**config.mk**
```make
export PLATFORM = sky130hd
export DESIGN_NAME = seq_divider
export DESIGN_NICKNAME = d
export VERILOG_FILES = /design/src/rtl/seq_divider_pkg.sv /design/src/rtl/seq_divider_cla_addsub.sv /design/src/rtl/seq_divider.sv
export SDC_FILE = /design/constraint.sdc
export NUM_CORES = 1
export LEC_CHECK = 0
export ABC_AREA = 0
export ABC_CLOCK_PERIOD_IN_PS = 5810
export BUFFER_PORTS_ARGS = -buffer_cell sky130_fd_sc_hd__buf_4
export CORE_ASPECT_RATIO = 1.5
export CORE_UTILIZATION = 45
export CTS_BUF_LIST = sky130_fd_sc_hd__clkbuf_2 sky130_fd_sc_hd__clkbuf_4 sky130_fd_sc_hd__clkbuf_8
export DETAILED_ROUTE_END_ITERATION = 7
export PLACE_DENSITY = 0.62
export SYNTH_ARGS = -nofsm -noshare
export SYNTH_HDL_FRONTEND = slang
export SYNTH_SLANG_ARGS = --single-unit
export TNS_END_PERCENT = 50
```
**constraint.sdc**
```tcl
create_clock -name clk -period 5.81 [get_ports clk]
set_input_delay 0.2905 -clock clk [delete_from_list [all_inputs] [get_ports clk]]
set_output_delay 0.2905 -clock clk [all_outputs]
set_load 0.005 [all_outputs]
```
**src/rtl/seq_divider_pkg.sv**
```systemverilog
// Shared state encodings, default data width and the 4-bit carry-lookahead
// group used to build the divider's add/subtract datapath.
package seq_divider_pkg;

  localparam int DATA_WIDTH = 32;

  localparam logic [2:0] S_IDLE = 3'd0;
  localparam logic [2:0] S_ITER = 3'd1;
  localparam logic [2:0] S_FIX  = 3'd2;
  localparam logic [2:0] S_SIGN = 3'd3;
  localparam logic [2:0] S_DONE = 3'd4;

  // Returns {carry_out, sum[3:0]} with all group carries computed in parallel.
  function automatic logic [4:0] cla4(input logic [3:0] a, input logic [3:0] b,
                                      input logic ci);
    logic [3:0] g;
    logic [3:0] p;
    logic [4:0] c;
    g    = a & b;
    p    = a ^ b;
    c[0] = ci;
    c[1] = g[0] | (p[0] & c[0]);
    c[2] = g[1] | (p[1] & g[0]) | (p[1] & p[0] & c[0]);
    c[3] = g[2] | (p[2] & g[1]) | (p[2] & p[1] & g[0]) | (p[2] & p[1] & p[0] & c[0]);
    c[4] = g[3] | (p[3] & g[2]) | (p[3] & p[2] & g[1]) | (p[3] & p[2] & p[1] & g[0])
         | (p[3] & p[2] & p[1] & p[0] & c[0]);
    return {c[4], p ^ c[3:0]};
  endfunction

endpackage

```
**src/rtl/seq_divider_cla_addsub.sv**
```systemverilog
// W-bit add/subtract (s = sub ? a - b : a + b) built from rippled 4-bit CLA groups.
module seq_divider_cla_addsub
  import seq_divider_pkg::*;
#(
  parameter int W = 33
) (
  input  logic         sub,
  input  logic [W-1:0] a,
  input  logic [W-1:0] b,
  output logic [W-1:0] s
);

  localparam int G  = (W + 3) / 4;
  localparam int PW = G * 4;

  logic [PW-1:0] a_x;
  logic [PW-1:0] b_x;
  logic [PW-1:0] s_x;
  logic [G:0]    c;
  logic          unused_bits;

  assign a_x  = PW'(a);
  assign b_x  = PW'(b) ^ {PW{sub}};
  assign c[0] = sub;

  for (genvar i = 0; i < G; i++) begin : g_grp
    assign {c[i+1], s_x[4*i+3:4*i]} = cla4(a_x[4*i+3:4*i], b_x[4*i+3:4*i], c[i]);
  end

  // Padding bits above W only exist to fill the last 4-bit group.
  assign s           = s_x[W-1:0];
  assign unused_bits = ^{c[G], s_x[PW-1:W]};

endmodule

```
**src/rtl/seq_divider.sv**
```systemverilog
// Multi-cycle non-restoring divider: one partial-remainder add/subtract per cycle,
// quotient to LO and remainder to HI, signed or unsigned.
module seq_divider
  import seq_divider_pkg::*;
#(
  parameter int WIDTH = DATA_WIDTH
) (
  input  logic             clk,
  input  logic             clr,
  input  logic             start,
  input  logic             is_signed,
  input  logic [WIDTH-1:0] dividend,
  input  logic [WIDTH-1:0] divisor,
  output logic             busy,
  output logic             done,
  output logic [WIDTH-1:0] quotient,
  output logic [WIDTH-1:0] remainder,
  output logic             div_by_zero
);

  localparam int CW = $clog2(WIDTH + 1);
  localparam logic [WIDTH-1:0] ONE = WIDTH'(1);

  logic [2:0]       state;
  logic [CW-1:0]    cnt;
  logic [WIDTH:0]   p;
  logic [WIDTH-1:0] q;
  logic [WIDTH-1:0] d;
  logic             q_neg;
  logic             r_neg;

  logic             sign_a;
  logic             sign_b;
  logic [WIDTH-1:0] mag_a;
  logic [WIDTH-1:0] mag_b;
  logic [WIDTH:0]   add_a;
  logic [WIDTH:0]   add_b;
  logic [WIDTH:0]   add_s;
  logic             add_sub;

  assign sign_a = is_signed & dividend[WIDTH-1];
  assign sign_b = is_signed & divisor[WIDTH-1];
  assign mag_a  = sign_a ? (~dividend + ONE) : dividend;
  assign mag_b  = sign_b ? (~divisor + ONE) : divisor;

  // ITER works on the shifted {P,Q}; FIX restores a negative final P by adding D.
  assign add_a   = (state == S_FIX) ? p : {p[WIDTH-1:0], q[WIDTH-1]};
  assign add_b   = {1'b0, d};
  assign add_sub = (state == S_ITER) && !p[WIDTH];

  seq_divider_cla_addsub #(.W(WIDTH + 1)) u_addsub (
    .sub (add_sub),
    .a   (add_a),
    .b   (add_b),
    .s   (add_s)
  );

  assign busy = (state != S_IDLE);

  always_ff @(posedge clk or posedge clr) begin
    if (clr) begin
      state       <= S_IDLE;
      cnt         <= '0;
      p           <= '0;
      q           <= '0;
      d           <= '0;
      q_neg       <= 1'b0;
      r_neg       <= 1'b0;
      done        <= 1'b0;
      quotient    <= '0;
      remainder   <= '0;
      div_by_zero <= 1'b0;
    end else begin
      done <= 1'b0;
      case (state)
        S_IDLE: begin
          if (start) begin
            q     <= mag_a;
            d     <= mag_b;
            p     <= '0;
            q_neg <= sign_a ^ sign_b;
            r_neg <= sign_a;
            if (divisor == '0) begin
              quotient    <= '1;
              remainder   <= dividend;
              div_by_zero <= 1'b1;
              state       <= S_DONE;
            end else begin
              div_by_zero <= 1'b0;
              cnt         <= CW'(WIDTH);
              state       <= S_ITER;
            end
          end
        end
        S_ITER: begin
          p   <= add_s;
          q   <= {q[WIDTH-2:0], ~add_s[WIDTH]};
          cnt <= cnt - CW'(1);
          if (cnt == CW'(1)) state <= S_FIX;
        end
        S_FIX: begin
          if (p[WIDTH]) p <= add_s;
          state <= S_SIGN;
        end
        S_SIGN: begin
          quotient  <= q_neg ? (~q + ONE) : q;
          remainder <= r_neg ? (~p[WIDTH-1:0] + ONE) : p[WIDTH-1:0];
          state     <= S_DONE;
        end
        S_DONE: begin
          done  <= 1'b1;
          state <= S_IDLE;
        end
        default: state <= S_IDLE;
      endcase
    end
  end

endmodule
```
# After elaboration in Yosys (flattened, before gate mapping)
# Cells that the tools add are included.
[word_totals]
output_inout_bits = 67
word_cells = 310
reg_bits = 174
[op_classes]
muxes = 25
n_addsub = 5
bitwise = 243
eq_ne = 10
n_reduce_logical = 15
[op_table]
columns = ["op", "count"]
rows = [
  ["$mux W32", 9],
  ["$pmux W32 S2", 3],
  ["$and A1 B1 Y1", 130],
  ["$add A32 B1 Y32 const B", 4],
  ["$not A32 Y32", 4],
  ["$mux W33", 3],
  ["$pmux W33 S3", 1],
  ["$or A1 B1 Y1", 80],
  ["$xor A4 B4 Y4", 16],
  ["$xor A32 B33 Y33", 1],
  ["$and A4 B4 Y4", 8],
  ["$logic_not A32 Y1", 1],
  ["$mux W6", 2],
  ["$pmux W3 S4", 1],
  ["$pmux W6 S2", 1],
  ["$mux W3", 3],
  ["$reduce_and A3 Y1", 3],
  ["$ne A2 B2 Y1 const B", 4],
  ["$reduce_and A2 Y1", 4],
  ["$eq A3 B2 Y1 const B", 2],
  ["$eq A6 B1 Y1 const B", 1],
  ["$reduce_bool A3 Y1", 2],
  ["$sub A6 B1 Y6 const B", 1],
  ["$reduce_bool A2 Y1", 2],
  ["9 further kinds", 12],
]

# Longest topological paths before layout
[depth]
word_depth = 26
mapped_depth = 18
ltp_nobuf = 15

# Hierarchy
# From an unflattened synthesis, not the netlist that was laid out.
[hier_totals]
cells_unflattened = 1253
hier_area_um2 = 11866.4
[modules_own_cells]
columns = ["mod", "area_per_inst_um2", "cells_per_inst", "instances", "seq_area_each_um2"]
rows = [
  ["seq_divider", 10134.7, 1037, 1, 4354.2],
  ["seq_divider_cla_addsub", 1731.7, 216, 1, 0.0],
]

# Worst setup path before layout
# No wires, ideal clock.
[synth_timing]
kind = "register to register"
from = "register state[1]"
to = "register p[24]"
t_arrival_ns = 4.289
path_buffers = 3
setup_ns = 0.121
setup_slack_ns = 1.400
path_stages_with_launch = 17
t_required_ns = 5.689
path_cell_list = "dfrtp_1 buf_1 nor3b_1 clkbuf_1 buf_1 mux2_2 ha_1 and4b_1 a41oi_1 o211ai_1 a31oi_1 inv_1 a21oi_1 inv_1 a21o_1 fa_1 a22o_1"
[synth_via]
elab_chain_cells = 22
elab_cells_between_ends = 92
classes_between = "eq/ne: 4; mux: 3; bitwise: 81; reduce/logical: 4"
[synth_rtl]
columns = ["element", "line", "text"]
rows = [
  ["start: declaration", "seq_divider.sv:24", "logic [2:0] state;"],
  ["start signal: assignment", "seq_divider.sv:62", "state <= S_IDLE;"],
  ["start signal: assignment", "seq_divider.sv:87", "state <= S_DONE;"],
  ["start signal: assignment", "seq_divider.sv:91", "state <= S_ITER;"],
  ["$eq A3 B1 Y1", "seq_divider.sv:49, seq_divider.sv:75", ""],
  ["$logic_and A1 B1 Y1", "seq_divider.sv:49", "assign add_sub = (state == S_ITER) && !p[WIDTH];"],
  ["$xor A32 B33 Y33", "seq_divider_cla_addsub.sv:23", "assign b_x = PW'(b) ^ {PW{sub}};"],
  ["$xor A4 B4 Y4 / $and A4 B4 Y4 (equally long branches)", "seq_divider_pkg.sv:20, seq_divider_pkg.sv:19", ""],
  ["$and A1 B1 Y1 (on tied branches)", "seq_divider_pkg.sv:25, seq_divider_pkg.sv:26", ""],
  ["$or A1 B1 Y1, or another cell as far along (2 in series)", "seq_divider_pkg.sv:25", "c[4] = g[3] | (p[3] & g[2]) | (p[3] & p[2] & g[1]) | (p[3] & p[2] & p[1] & g[0])"],
  ["$or A1 B1 Y1 / $and A1 B1 Y1 (equally long branches)", "seq_divider_pkg.sv:25, seq_divider_pkg.sv:26", ""],
  ["$or A1 B1 Y1", "seq_divider_pkg.sv:26", "| (p[3] & p[2] & p[1] & p[0] & c[0]);"],
  ["(+5 left out)", "--", ""],
  ["$or A1 B1 Y1", "seq_divider_pkg.sv:26", ""],
  ["$and A1 B1 Y1", "seq_divider_pkg.sv:26", ""],
  ["$or A1 B1 Y1", "seq_divider_pkg.sv:26", ""],
  ["$and A1 B1 Y1", "seq_divider_pkg.sv:26", ""],
  ["$or A1 B1 Y1", "seq_divider_pkg.sv:26", ""],
  ["$xor A4 B4 Y4", "seq_divider_pkg.sv:27", "return {c[4], p ^ c[3:0]};"],
  ["$mux W33", "seq_divider.sv:102", "if (p[WIDTH]) p <= add_s;"],
  ["$pmux W33 S3", "seq_divider.sv:75", "case (state)"],
  ["end signal: assignment", "seq_divider.sv:96", "p <= add_s;"],
  ["end signal: assignment", "seq_divider.sv:102", ""],
  ["end: declaration", "seq_divider.sv:26", "logic [WIDTH:0] p;"],
]
# Parallel ways exist; a longest one is shown, timed or not. The select of a mux whose other input is x is not followed.
# A chain may end at the register's enable or synchronous reset.

# Worst setup path in the final report
[layout_timing]
from = "register state[1]"
to = "register p[28]"
[layout_via]
elab_chain_cells = 24
elab_cells_between_ends = 105
classes_between = "eq/ne: 4; mux: 3; bitwise: 94; reduce/logical: 4"
[layout_rtl]
columns = ["element", "line"]
rows = [
  ["$eq A3 B1 Y1", "seq_divider.sv:49, seq_divider.sv:75"],
  ["$logic_and A1 B1 Y1", "seq_divider.sv:49"],
  ["$xor A32 B33 Y33", "seq_divider_cla_addsub.sv:23"],
  ["$xor A4 B4 Y4 / $and A4 B4 Y4 (equally long branches)", "seq_divider_pkg.sv:20, seq_divider_pkg.sv:19"],
  ["$and A1 B1 Y1 (on tied branches)", "seq_divider_pkg.sv:25, seq_divider_pkg.sv:26"],
  ["$or A1 B1 Y1, or another cell as far along (2 in series)", "seq_divider_pkg.sv:25"],
  ["$or A1 B1 Y1 / $and A1 B1 Y1 (equally long branches)", "seq_divider_pkg.sv:25, seq_divider_pkg.sv:26"],
  ["$or A1 B1 Y1", "seq_divider_pkg.sv:26"],
  ["(+7 left out)", "--"],
  ["$or A1 B1 Y1", "seq_divider_pkg.sv:26"],
  ["$and A1 B1 Y1", "seq_divider_pkg.sv:26"],
  ["$or A1 B1 Y1", "seq_divider_pkg.sv:26"],
  ["$and A1 B1 Y1", "seq_divider_pkg.sv:26"],
  ["$or A1 B1 Y1", "seq_divider_pkg.sv:26"],
  ["$xor A4 B4 Y4", "seq_divider_pkg.sv:27"],
  ["$mux W33", "seq_divider.sv:102"],
  ["$pmux W33 S3", "seq_divider.sv:75"],
]
# Parallel ways exist; a longest one is shown, timed or not. The select of a mux whose other input is x is not followed.

==> reports/results.ini <==
[outcome]
status = finished with violations
violations = hold timing

[min_path]
hp-class = input pin to asynchronous set/reset pin

[critical_path]
critPathCaptureType = flop
slowest_stage = dfrtp_1
arrival_ns = 4.98
critPathKind = flop to flop
max_stage_delay_ns = 0.60
crit_path_cell_trace = nor3b_2, buf_4, mux2_2, ha_1, and4b_1, a41oi_1, o211ai_1, a31oi_1, inv_1, a41oi_1, inv_1, fa_1, a22o_1
cp.required_ns = 6.18
critPathLaunchType = flop
critPathMaxFanout = 38

[placed_design]
dpl_cell_area_mm2 = 0.0126
dp_cells = 1680
gp_congestion = 0.866
dp_hpwl_um = 21500
port-buffer-count = 134
place_ws_ns = 1.20

[drt]
wirelength_um = 28400
first_pass_iters = 5
drt_iter0_drc = 503
drc = 0
vias = 9414
vias_per_cell = 5.51
detail-route-antenna-nets = 0
post_drt_wl_per_cell_um = 16.6

[global_route]
grt_pass1_wl_um = 46900
gr-total-overflow = 0
antenna_found_initial = 0
grt_usage_pct = 22.7
grt_max_degree = 99
grt_pass1_vias = 9201

[sta]
worst_slack_ns = 1.20
fin_crit_sh_pct = 79.3
period_minus_slack_ns = 4.61
setup_viol = 0
hold_viol = 20
setup_tns_ns = 0
max_freq_mhz = 217
finClkSkew_ns = 0.0131
worstMarginPinSlew_ns = 1.07
rsz0062_at_grt = no
slew_violations = 0
holdWs_ns = -0.0167
slew_headroom_pct = 28.5

[clock_network]
clkTransAtPathRegs_ns = 0.09
postCtsHoldBufs = 0
cts_setup_buffers = 0
clock_sinks = 174
cts_tree = yes
htreeDepth = 4
cts-root-buf = clkbuf_8
cts_made_buffers = 17
clock_latency_ns = 0.48
cts-resized-gates = 0
cts_buffer_depth = 2

[final_layout]
n_antenna_cell = 0
drive_gt1_share_pct = 16.5
fin_area_mm2 = 0.0130
synthToLayoutAreaGrowth_pct = 14.4
nets = 1488
fill_cells = 2412
stdcell_count = 1710

[synthesis]
yosys-top-cells-area = dfrtp_1 38%, xor2_1 9.6%, o21ai_0 6.5%
synth-async-reset-ratio_pct = 100
synth_top_flop_cell = dfrtp_1
seq_area_frac_synth_pct = 38.3
yosysTopAreaCellShare_pct = 38.3
syn_avg_cell_area_um2 = 8.88
yosys_warnings = 0
syn_nets = 1393
synth.cell_area_mm2 = 0.0114
synth_edf_count = 0
ys_ff_latch = 174
synth_area_leader_cell = dfrtp_1
synth_cells = 1280
ys_types = 63

[pwr]
leakagePower_nw = 5.73
irDropWorstVdd_uv = 155
power.density_mw_per_mm2 = 241

[die]
die_w_um = 132
row_count = 70
start_util_pct = 46.2
core-area_mm2 = 0.0246
ios = 135
dieArea_mm2 = 0.0259
die_y_um = 197

[job]
drv_cap = 0

synthesized netlist by cell type, types with 20 or more instances:
cell	number
o31ai_1	31
nand2_1	144
a22oi_1	27
inv_1	22
o21ai_0	148
mux2_2	30
xnor2_1	47
dfrtp_1	174
nor2_1	113
a21oi_1	97
nor3_1	20
clkbuf_1	57
xor2_1	125
ha_1	38
logic make-up after synthesis:
kind of cell / count (synthesis) / synth area share [%]
xor+xnor: 172 / 13.3
mux: 41 / 3.94
simple gates: 371 / 15.1
fa+ha+maj: 45 / 5.42
compound gates: 385 / 20.9
flops: 174 / 38.3
buf+inv: 92 / 3.09
cell usage in the layout, fill, tap and decap left out, types with 6 or more instances in the layout:
cell,synthesis,routed
dfrtp_1,174,174
inv_1,22,21
nor3_1,20,20
o41ai_1,18,18
xor2_1,125,125
nand2_1,144,143
a221o_1,7,7
mux2_2,30,30
a21o_1,9,9
nor4_1,8,8
a21oi_1,97,97
clkbuf_8,0,18
or4_1,14,14
nand3_1,15,15
nor2_1,113,110
nand4_1,6,6
or3_1,8,8
o31ai_1,31,31
a22o_1,13,13
and2_1,6,6
mux2i_1,11,11
o21ai_0,148,148
a22oi_1,27,27
xnor2_1,47,47
buf_4,0,145
fa_1,7,7
ha_1,38,38
path summary, 6_finish.rpt:
path | cells past startpoint | endpoint | from | slack (ns)
max | 13 | p[28] | state[1] | 1.20
min | 2 | done | clr | -0.02
max reg2reg | 13 | p[28] | state[1] | 1.20
min reg2reg | 2 | remainder[7] | remainder[7] | 0.49
max in group asynchronous | 3 | p[13] | clr | 4.26
min in group clk | 2 | remainder[23] | dividend[23] | 0.08
sequential cells by signal, indices dropped and copies added, names as in the netlist:
name         flops
q               32
remainder       32
quotient        32
div_by_zero      1
d               32
q_neg            1
done             1
r_neg            1
cnt              6
p               33
state            3
worst max-delay path: cells and delay by family (launching register included):
family / cells / cell delay (ns)
compound gates: 5 / 1.54
fa+ha+maj: 2 / 0.79
buf+inv: 3 / 0.70
flops: 1 / 0.60
mux: 1 / 0.39
simple gates: 2 / 0.46
power by group:
part	switching, W	leakage (nW)	internal (W)
sequential	0.000212	2.19	0.00133
combinational	0.000386	3.34	0.000368
clock	0.000432	0.196	0.000403
total	0.00103	5.73	0.00210
cell type report:
type / instances / area, µm² / share of cell area, %
multi-input combinational: 1014 / 6690 / 51.5
timing repair buffer: 145 / 1090 / 8.37
clock buffer: 22 / 278 / 2.14
tap: 324 / 405 / 3.12
inverter: 23 / 91.3 / 0.703
sequential: 174 / 4350 / 33.5
clock inverter: 8 / 92.6 / 0.712
per-stage QoR:
step,power [W],util [%]
2_1_floorplan,0.00210,-
3_3_place_gp,0.00230,51.3
3_5_place_dp,0.00232,51.3
4_1_cts,0.00316,52.8
5_1_grt,0.00333,52.8
6_report,0.00313,52.8
layer usage:
metal	global-route usage, %	vias to the layer above	part of all wire, %
met5	0	-	0
met4	9.17	0	2.9
met3	3.24	44	2.8
met2	40.8	172	51
met1	27.1	4449	43
li1	-	4749	-
Note: power is estimated with default switching activity, not from simulation.
